**config.mk**
```make
export PLATFORM = sky130hd
export DESIGN_NAME = main_control_fsm
export DESIGN_NICKNAME = d
export VERILOG_FILES = /design/src/rtl/ctrl_pkg.sv /design/src/rtl/ctrl_opcode_decode.sv /design/src/rtl/main_control_fsm.sv
export SDC_FILE = /design/constraint.sdc
export NUM_CORES = 1
export LEC_CHECK = 0
export ABC_AREA = 1
export ABC_CLOCK_PERIOD_IN_PS = 2600
export CAP_MARGIN = 20
export CORE_UTILIZATION = 25
export DETAILED_ROUTE_END_ITERATION = 6
export GPL_TIMING_DRIVEN = 0
export PLACE_DENSITY = 0.48
export SYNTH_ARGS = -nofsm -noshare
export SYNTH_HDL_FRONTEND = slang
export SYNTH_SLANG_ARGS = --single-unit
```
**constraint.sdc**
```tcl
create_clock -name clk -period 2.6 [get_ports clk]
set_input_delay 0.39 -clock clk [delete_from_list [all_inputs] [get_ports clk]]
set_output_delay 0.39 -clock clk [all_outputs]
set_load 0.01 [all_outputs]
```
**src/rtl/ctrl_pkg.sv**
```systemverilog
`default_nettype none
// ============================================================================
// Module      : ctrl_pkg
// Description : Shared definitions for the lab5 multicycle main control unit
//               and the ALU control decoder: state encodings, opcodes,
//               alu_op codes, alu_src_b / pc_source encodings, and the
//               registered control-word layout.
// Revision    : 1.0 - initial release
// ============================================================================
package ctrl_pkg;

    // 4-bit state encodings; these values are visible on state_dbg.
    typedef enum logic [3:0] {
        S_IDLE      = 4'd0,
        S_FETCH     = 4'd1,
        S_DECODE    = 4'd2,
        S_MEM_ADDR  = 4'd3,
        S_MEM_READ  = 4'd4,
        S_MEM_WB    = 4'd5,
        S_MEM_WRITE = 4'd6,
        S_R_EXEC    = 4'd7,
        S_R_WB      = 4'd8,
        S_I_EXEC    = 4'd9,
        S_I_WB      = 4'd10,
        S_BRANCH    = 4'd11,
        S_JUMP      = 4'd12,
        S_TRAP      = 4'd13
    } state_t;

    // Instruction classes produced by the opcode decoder.
    typedef enum logic [2:0] {
        CLS_MEM = 3'd0,
        CLS_R   = 3'd1,
        CLS_I   = 3'd2,
        CLS_BR  = 3'd3,
        CLS_JMP = 3'd4,
        CLS_ILL = 3'd5
    } iclass_t;

    // Opcodes (IR[31:26]).
    localparam logic [5:0] c_op_rtype = 6'b000000;
    localparam logic [5:0] c_op_lw    = 6'b100011;
    localparam logic [5:0] c_op_sw    = 6'b101011;
    localparam logic [5:0] c_op_addi  = 6'b001000;
    localparam logic [5:0] c_op_andi  = 6'b001100;
    localparam logic [5:0] c_op_ori   = 6'b001101;
    localparam logic [5:0] c_op_xori  = 6'b001110;
    localparam logic [5:0] c_op_bgt   = 6'b000111;
    localparam logic [5:0] c_op_j     = 6'b000010;

    // alu_op codes shared with the ALU control decoder.
    localparam logic [2:0] c_alu_add   = 3'b000;
    localparam logic [2:0] c_alu_sub   = 3'b001;
    localparam logic [2:0] c_alu_rtype = 3'b010;
    localparam logic [2:0] c_alu_and   = 3'b011;
    localparam logic [2:0] c_alu_xor   = 3'b100;
    localparam logic [2:0] c_alu_or    = 3'b101;

    // ALU B-operand select.
    localparam logic [1:0] c_srcb_rb     = 2'b00;
    localparam logic [1:0] c_srcb_four   = 2'b01;
    localparam logic [1:0] c_srcb_imm    = 2'b10;
    localparam logic [1:0] c_srcb_imm_sh = 2'b11;

    // PC source select.
    localparam logic [1:0] c_pcsrc_alu    = 2'b00;
    localparam logic [1:0] c_pcsrc_aluout = 2'b01;
    localparam logic [1:0] c_pcsrc_jump   = 2'b10;

    // State-decoded (Moore) part of the control word.
    typedef struct packed {
        logic       pc_write;
        logic       pc_write_cond;
        logic       mem_read;
        logic       mem_write;
        logic       reg_write;
        logic       iord;
        logic       reg_dst;
        logic       mem_to_reg;
        logic       alu_src_a;
        logic       imm_zext;
        logic       trap;
        logic [2:0] alu_op;
        logic [1:0] alu_src_b;
        logic [1:0] pc_source;
    } ctrl_out_t;

endpackage
`default_nettype wire

```
**src/rtl/ctrl_opcode_decode.sv**
```systemverilog
`default_nettype none
// ============================================================================
// Module      : ctrl_opcode_decode
// Description : Combinational opcode lookup. Classifies the instruction and
//               supplies the immediate-op alu_op / zero-extend control.
//               Opcode 000010 is recognised as a jump only when
//               MAIN_CTRL_JUMP_EN is defined; otherwise it is illegal.
// Ports       : i_opcode       - IR[31:26]
//               o_iclass       - instruction class
//               o_is_load      - 1 for lw (vs sw) within CLS_MEM
//               o_imm_alu_op   - alu_op for I-type execute
//               o_imm_zext     - zero-extend immediate (andi/ori/xori)
// Revision    : 1.0 - initial release
// ============================================================================
module ctrl_opcode_decode
    import ctrl_pkg::*;
#(
    parameter int OPW = 6
) (
    input  logic [OPW-1:0] i_opcode,
    output iclass_t        o_iclass,
    output logic           o_is_load,
    output logic [2:0]     o_imm_alu_op,
    output logic           o_imm_zext
);

    always_comb begin
        o_iclass     = CLS_ILL;
        o_is_load    = 1'b0;
        o_imm_alu_op = c_alu_add;
        o_imm_zext   = 1'b0;
        case (i_opcode)
            c_op_rtype: o_iclass = CLS_R;
            c_op_lw: begin
                o_iclass  = CLS_MEM;
                o_is_load = 1'b1;
            end
            c_op_sw:    o_iclass = CLS_MEM;
            c_op_addi:  o_iclass = CLS_I;
            c_op_andi: begin
                o_iclass     = CLS_I;
                o_imm_alu_op = c_alu_and;
                o_imm_zext   = 1'b1;
            end
            c_op_ori: begin
                o_iclass     = CLS_I;
                o_imm_alu_op = c_alu_or;
                o_imm_zext   = 1'b1;
            end
            c_op_xori: begin
                o_iclass     = CLS_I;
                o_imm_alu_op = c_alu_xor;
                o_imm_zext   = 1'b1;
            end
            c_op_bgt:   o_iclass = CLS_BR;
`ifdef MAIN_CTRL_JUMP_EN
            c_op_j:     o_iclass = CLS_JMP;
`endif
            default:    o_iclass = CLS_ILL;
        endcase
    end

endmodule
`default_nettype wire

```
**src/rtl/main_control_fsm.sv**
```systemverilog
`default_nettype none
// ============================================================================
// Module      : main_control_fsm
// Description : Multicycle main control unit for the lab5 processor.
//               Sequences FETCH/DECODE/EXEC/MEM/WB, drives datapath enables
//               and mux selects, and produces alu_op for the ALU control
//               decoder. Memory accesses wait on mem_ready.
//               Optional feature macro: MAIN_CTRL_JUMP_EN (JUMP state and
//               opcode 000010); undefined, 000010 traps.
// Ports       : clk, rst_n (async, active-low)
//               opcode, mem_ready               - inputs
//               alu_op, alu_src_b, pc_source    - datapath selects
//               pc_write, pc_write_cond, ir_write, mem_read, mem_write,
//               reg_write, iord, reg_dst, mem_to_reg, alu_src_a, imm_zext
//               trap      - sticky illegal-opcode flag
//               state_dbg - current state encoding
// Revision    : 1.0 - initial release
// ============================================================================
module main_control_fsm
    import ctrl_pkg::*;
#(
    parameter int OPW  = 6,
    parameter int AOPW = 3
) (
    input  logic            clk,
    input  logic            rst_n,
    input  logic [OPW-1:0]  opcode,
    input  logic            mem_ready,
    output logic [AOPW-1:0] alu_op,
    output logic            pc_write,
    output logic            pc_write_cond,
    output logic            ir_write,
    output logic            mem_read,
    output logic            mem_write,
    output logic            reg_write,
    output logic            iord,
    output logic            reg_dst,
    output logic            mem_to_reg,
    output logic            alu_src_a,
    output logic            imm_zext,
    output logic [1:0]      alu_src_b,
    output logic [1:0]      pc_source,
    output logic            trap,
    output logic [3:0]      state_dbg
);

    state_t    r_state;
    state_t    w_next;
    logic      r_armed;
    ctrl_out_t r_out;
    ctrl_out_t w_out;

    iclass_t    w_iclass;
    logic       w_is_load;
    logic [2:0] w_imm_alu_op;
    logic       w_imm_zext;
    logic       w_fetch_done;

    ctrl_opcode_decode #(
        .OPW (OPW)
    ) u_opcode_decode (
        .i_opcode     (opcode),
        .o_iclass     (w_iclass),
        .o_is_load    (w_is_load),
        .o_imm_alu_op (w_imm_alu_op),
        .o_imm_zext   (w_imm_zext)
    );

    // Control word for a given state. Evaluated for the next state so the
    // outputs come straight from flops once that state is entered.
    function automatic ctrl_out_t state_outputs(input state_t s,
                                                input logic [2:0] imm_op,
                                                input logic zext);
        ctrl_out_t o;
        o = '0;
        case (s)
            S_FETCH: begin
                o.mem_read  = 1'b1;
                o.alu_src_b = c_srcb_four;
                o.alu_op    = c_alu_add;
                o.pc_source = c_pcsrc_alu;
            end
            S_DECODE: begin
                // Branch target into ALUOut ahead of knowing the class.
                o.alu_src_b = c_srcb_imm_sh;
                o.alu_op    = c_alu_add;
            end
            S_MEM_ADDR: begin
                o.alu_src_a = 1'b1;
                o.alu_src_b = c_srcb_imm;
                o.alu_op    = c_alu_add;
            end
            S_MEM_READ: begin
                o.mem_read = 1'b1;
                o.iord     = 1'b1;
            end
            S_MEM_WB: begin
                o.reg_write  = 1'b1;
                o.mem_to_reg = 1'b1;
            end
            S_MEM_WRITE: begin
                o.mem_write = 1'b1;
                o.iord      = 1'b1;
            end
            S_R_EXEC: begin
                o.alu_src_a = 1'b1;
                o.alu_src_b = c_srcb_rb;
                o.alu_op    = c_alu_rtype;
            end
            S_R_WB: begin
                o.reg_write = 1'b1;
                o.reg_dst   = 1'b1;
            end
            S_I_EXEC: begin
                o.alu_src_a = 1'b1;
                o.alu_src_b = c_srcb_imm;
                o.alu_op    = imm_op;
                o.imm_zext  = zext;
            end
            S_I_WB: begin
                o.reg_write = 1'b1;
            end
            S_BRANCH: begin
                // Datapath qualifies pc_write_cond with its gt flag.
                o.alu_src_a     = 1'b1;
                o.alu_src_b     = c_srcb_rb;
                o.alu_op        = c_alu_sub;
                o.pc_write_cond = 1'b1;
                o.pc_source     = c_pcsrc_aluout;
            end
`ifdef MAIN_CTRL_JUMP_EN
            S_JUMP: begin
                o.pc_write  = 1'b1;
                o.pc_source = c_pcsrc_jump;
            end
`endif
            S_TRAP: begin
                o.trap = 1'b1;
            end
            default: o = '0;
        endcase
        return o;
    endfunction

    always_comb begin
        w_next = r_state;
        case (r_state)
            // r_armed delays the first FETCH to the second edge after reset.
            S_IDLE:      if (r_armed) w_next = S_FETCH;
            S_FETCH:     if (mem_ready) w_next = S_DECODE;
            S_DECODE: begin
                case (w_iclass)
                    CLS_MEM: w_next = S_MEM_ADDR;
                    CLS_R:   w_next = S_R_EXEC;
                    CLS_I:   w_next = S_I_EXEC;
                    CLS_BR:  w_next = S_BRANCH;
`ifdef MAIN_CTRL_JUMP_EN
                    CLS_JMP: w_next = S_JUMP;
`endif
                    default: w_next = S_TRAP;
                endcase
            end
            S_MEM_ADDR:  w_next = w_is_load ? S_MEM_READ : S_MEM_WRITE;
            S_MEM_READ:  if (mem_ready) w_next = S_MEM_WB;
            S_MEM_WB:    w_next = S_FETCH;
            S_MEM_WRITE: if (mem_ready) w_next = S_FETCH;
            S_R_EXEC:    w_next = S_R_WB;
            S_R_WB:      w_next = S_FETCH;
            S_I_EXEC:    w_next = S_I_WB;
            S_I_WB:      w_next = S_FETCH;
            S_BRANCH:    w_next = S_FETCH;
`ifdef MAIN_CTRL_JUMP_EN
            S_JUMP:      w_next = S_FETCH;
`endif
            S_TRAP:      w_next = S_TRAP;
            default:     w_next = S_TRAP;
        endcase
    end

    always_comb begin
        w_out = state_outputs(w_next, w_imm_alu_op, w_imm_zext);
    end

    always_ff @(posedge clk or negedge rst_n) begin
        if (!rst_n) begin
            r_state <= S_IDLE;
            r_armed <= 1'b0;
            r_out   <= '0;
        end else begin
            r_state <= w_next;
            r_armed <= 1'b1;
            r_out   <= w_out;
        end
    end

    // Only Mealy terms: IR load and PC+4 write on the fetch handshake.
    assign w_fetch_done  = (r_state == S_FETCH) && mem_ready;

    assign ir_write      = w_fetch_done;
    assign pc_write      = r_out.pc_write | w_fetch_done;
    assign pc_write_cond = r_out.pc_write_cond;
    assign mem_read      = r_out.mem_read;
    assign mem_write     = r_out.mem_write;
    assign reg_write     = r_out.reg_write;
    assign iord          = r_out.iord;
    assign reg_dst       = r_out.reg_dst;
    assign mem_to_reg    = r_out.mem_to_reg;
    assign alu_src_a     = r_out.alu_src_a;
    assign imm_zext      = r_out.imm_zext;
    assign trap          = r_out.trap;
    assign alu_op        = AOPW'(r_out.alu_op);
    assign alu_src_b     = r_out.alu_src_b;
    assign pc_source     = r_out.pc_source;
    assign state_dbg     = r_state;

endmodule
`default_nettype wire

```
; ---- Yosys cells after proc, flatten, opt, wreduce, memory -nomap -nowiden
; Cells that the tools add are included.
; Widths: inputs -> output; s select.
[totals]
reg_bits = 22
output_inout_bits = 23
elab_cells = 83
[op_classes]
eq_ne = 33
n_mux = 23
n_reduce_logical = 12
[ops]
columns = op, n
row1 = $eq 4x4->1 const B, 9
row2 = $pmux 4 s9, 1
row3 = $eq 4x3->1 const B, 8
row4 = $pmux 5 s6, 1
row5 = $eq 6x4->1 const B, 4
row6 = $eq 4x2->1 const B, 4
row7 = $mux 4, 4
row8 = $pmux 4 s4, 1
row9 = $mux 1, 13
row10 = $eq 6x6->1 const B, 2
row11 = $pmux 3 s4, 1
row12 = $reduce_or 4->1, 3
row13 = $pmux 3 s3, 1
row14 = $eq 4x1->1 const B, 2
row15 = $eq 3x2->1 const B, 2
row16 = $eq 6x3->1 const B, 1
row17 = $logic_not 6->1, 1
row18 = $reduce_or 2->1, 3
row19 = $reduce_or 3->1, 2
row20 = $logic_not 4->1, 1
row21 = $eq 3x1->1 const B, 1
row22 = $logic_not 3->1, 1
row23 = $mux 2, 1
row24 = $logic_and 1x1->1, 1

; ---- Logic depth before layout (Yosys ltp)
[depth]
word_depth = 9
mapped_depth = 10

; ---- Cells and area by module
; From an unflattened synthesis, not the netlist that was laid out.
[hier_totals]
cells_unflattened = 142
hier_area_um2 = 1111.1
[by_module_without_submodules]
columns = mod, instances, cells_each, area_per_inst_um2
row1 = main_control_fsm, 1, 113, 970.9
row2 = ctrl_opcode_decode, 1, 29, 140.1

; ---- Worst setup path before layout
; No wires, ideal clock.
[synth_path]
path_type = flip-flop to output port
from = register r_state[3], in the netlist state_dbg[3]
to = output pc_write
arrival_ns = 1.013
required_ns = 2.210
slack_ns = 1.197
path_stages_with_launch = 7
n_path_buf = 1
cell_sequence = dfrtp_1 inv_2 nand2_4 inv_1 nand3_1 inv_1 buf_4
[synth_via]
elab_chain_len = 2
[synth_rtl]
columns = item, line
row1 = "start, declared", main_control_fsm.sv:47  ; state_t r_state;
row2 = "start signal, assigned", main_control_fsm.sv:190  ; r_state <= w_next;
row3 = $eq 4x1->1, main_control_fsm.sv:197  ; assign w_fetch_done = (r_state == S_FETCH) && mem_ready;
row4 = $logic_and 1x1->1, main_control_fsm.sv:197
row5 = "end, declared", main_control_fsm.sv:30  ; output logic pc_write,
; No other way between the ends.

; ---- Final worst setup path
; Ends and elaborated chain as after synthesis.

==> impl_metrics.ini <==
[finish]
largest_reg_flops = 4
design_area_um2 = 1510
layout.nets = 177
antenna_cells = 0
fin_util_pct = 36.6
drive_gt1_share_pct = 22.9
area_delta_synth_final_pct = 36.7

[clock_network]
clock_latency_ns = 0.25
hold_buffers = 0
cts_sinks = 20
cts_tree = yes
root_buffer = clkbuf_8
post_cts_buffers = 0
h-tree-depth = 1
clkTransAtPathRegs_ns = 0.07
post_cts_resized = 0
cts_buffers = 3
clock_path_buffers = 2

[floorplanning]
core_region_area_um2 = 4120
io_pins = 32
die_w_um = 68.4
start_util_pct = 26.8
dieHeight_um = 68.4
die-area_um2 = 4680
fp-row-count = 23

[synthesis]
synth.most_common_cell = nand2_1
synth.area.top_cells = dfrtp_1 (45%), nand2_1 (8.2%), nor2_1 (5.4%)
yosys.area.top_type = dfrtp_1
synthTopCellsByCount = nand2_1 (24), dfrtp_1 (20), nor2_1 (16)
synth_edf_count = 0
synthCells = 133
syn-cell-area_um2 = 1100
yosysWarnings = 0
ys_async_sr_fraction_pct = 100
synthFlopType = dfrtp_1
seq_area_frac_synth_pct = 45.4
synth_fp_nets = 142
synth_area_per_cell_um2 = 8.29
yosysTopAreaCellShare_pct = 45.4
ys_ff_latch = 20
ys_types = 24

[setup_path]
rrSetupSlack_ns = 1.05
cpMostUsedCell = inv_1
cp-start-kind = flip-flop
worstSetupPathType = reg2out
path_depth = 7
slowest_delay_ns = 0.52
cp_cell_sequence = inv_2, nand2_4, inv_1, nand3_1, inv_1, buf_4, clkdlybuf4s50_1
crit_fanout = 6
slowest_stage = clkdlybuf4s50_1
cp-end-kind = output pin
crit_required_ns = 2.21
crit_buf_inv = 5
crit_family = buffers and inverters
critPathArrivalTime_ns = 1.82
reg2reg_depth = 10

[global_routing]
antenna_found_initial = 0
grt_max_degree = 21
grt_usage_pct = 10.4
grt_overflow_total = 0
grt_pass1_vias = 824
grt_pass1_wl_um = 3590

[route]
num_vias = 926
avgViaCountPerCell = 4.29
drc_errors = 0
wire_per_inst_um = 9.94
dr.pass1.iters = 6
routed_wl_um = 2150
final_antenna_net_count = 0
dr.first_iter.drc_count = 33

[timing]
fin_crit_ns = 2.21
rsz0062_at_grt = false
fmax_mhz = 452
slew_headroom_pct = 42.5
skew_ns = 0.00351
worst_slew_pin_slew_ns = 0.860
hold_viol_final = 0
holdWs_ns = 0.586
finalSetupViolations = 0
finalMaxSlewViolations = 0
fin_tns_setup_ns = 0
finalCritPeriodShare_pct = 85.1

[placement]
postPlaceCellArea_um2 = 1470
gp_congestion = 0.772
dp_hpwl_um = 1800
io_buffers = 30

[status]
status = complete, no violations

[worst_hold_path]
min_delay_path_depth = 1
hp-class = reg2reg

[flow_run]
drv_cap = 0

[pwr]
vdd_drop_max_mv = 0.139
power_density_nw_per_um2 = 362
power_w = 0.000545
p_leak_nw = 0.718
-- report_power, final --
part,total [W],internal [W],switching (W)
sequential,0.000312,0.000312,0.000000163
clock,0.000194,0.000103,0.0000912
combinational,0.0000386,0.0000163,0.0000223
-- final cells by class --
cell class                 count  area [µm²]
tap                           50        62.6
clock buffer                   3        41.3
timing repair buffer          30         300
buffer                         3        22.5
inverter                      21        78.8
fill                         428        2610
sequential                    20         500
multi-input combinational     89         500
-- routing by layer --
layer / GRT usage (%) / share of wire (%) / vias to the layer above
li1: - / - / 468
met4: 5.47 / 1.3 / 0
met2: 16.7 / 48 / 31
met1: 13.8 / 47 / 423
met5: 0 / 0 / -
met3: 1.00 / 3.5 / 4
-- cells in the final DEF (no fill, tap or decap) --
cell type and n:
nand2_1 24, nor4_1 1, nor2_1 16, or3_1 1
inv_2 6, o22ai_1 1, nand2_4 2, clkdlybuf4s50_1 30
o21ai_1 1, nand3_4 1, nor3_1 2, nand2_2 6
nand3_1 10, clkinv_1 1, conb_1 2, nor2_4 5
inv_1 14, clkbuf_8 3, o21ai_0 1, dfrtp_1 20
nand4_1 1, nand3_2 5, nor2_2 7, nand3b_1 2
buf_4 3, a21oi_1 1
-- final timing paths --
check / from / endpoint
setup / recovery: state_dbg[3] / pc_write
hold / removal: state_dbg[0] / mem_to_reg
setup reg to reg: state_dbg[3] / mem_read
hold reg to reg: state_dbg[0] / mem_to_reg
max in group asynchronous: rst_n / alu_op[2]
min in group asynchronous: rst_n / reg_write
-- metrics by stage --
stage               cells  setup slack (ns)
global placement      213             0.492
detailed placement    213             0.459
floorplan             133              1.20
finish                216             0.388
global route          216             0.228
CTS                   216             0.376
-- cells by family (layout without fill, tap and decap cells) --
group	Yosys count	after routing	share of synthesized area [%]
buffers and inverters	24	57	9.19
other	2	2	0.681
AOI/OAI and AO/OA	4	4	1.93
DFF	20	20	45.4
and+or+nand+nor	83	83	42.8
Note: power is estimated with default switching activity, not from simulation.
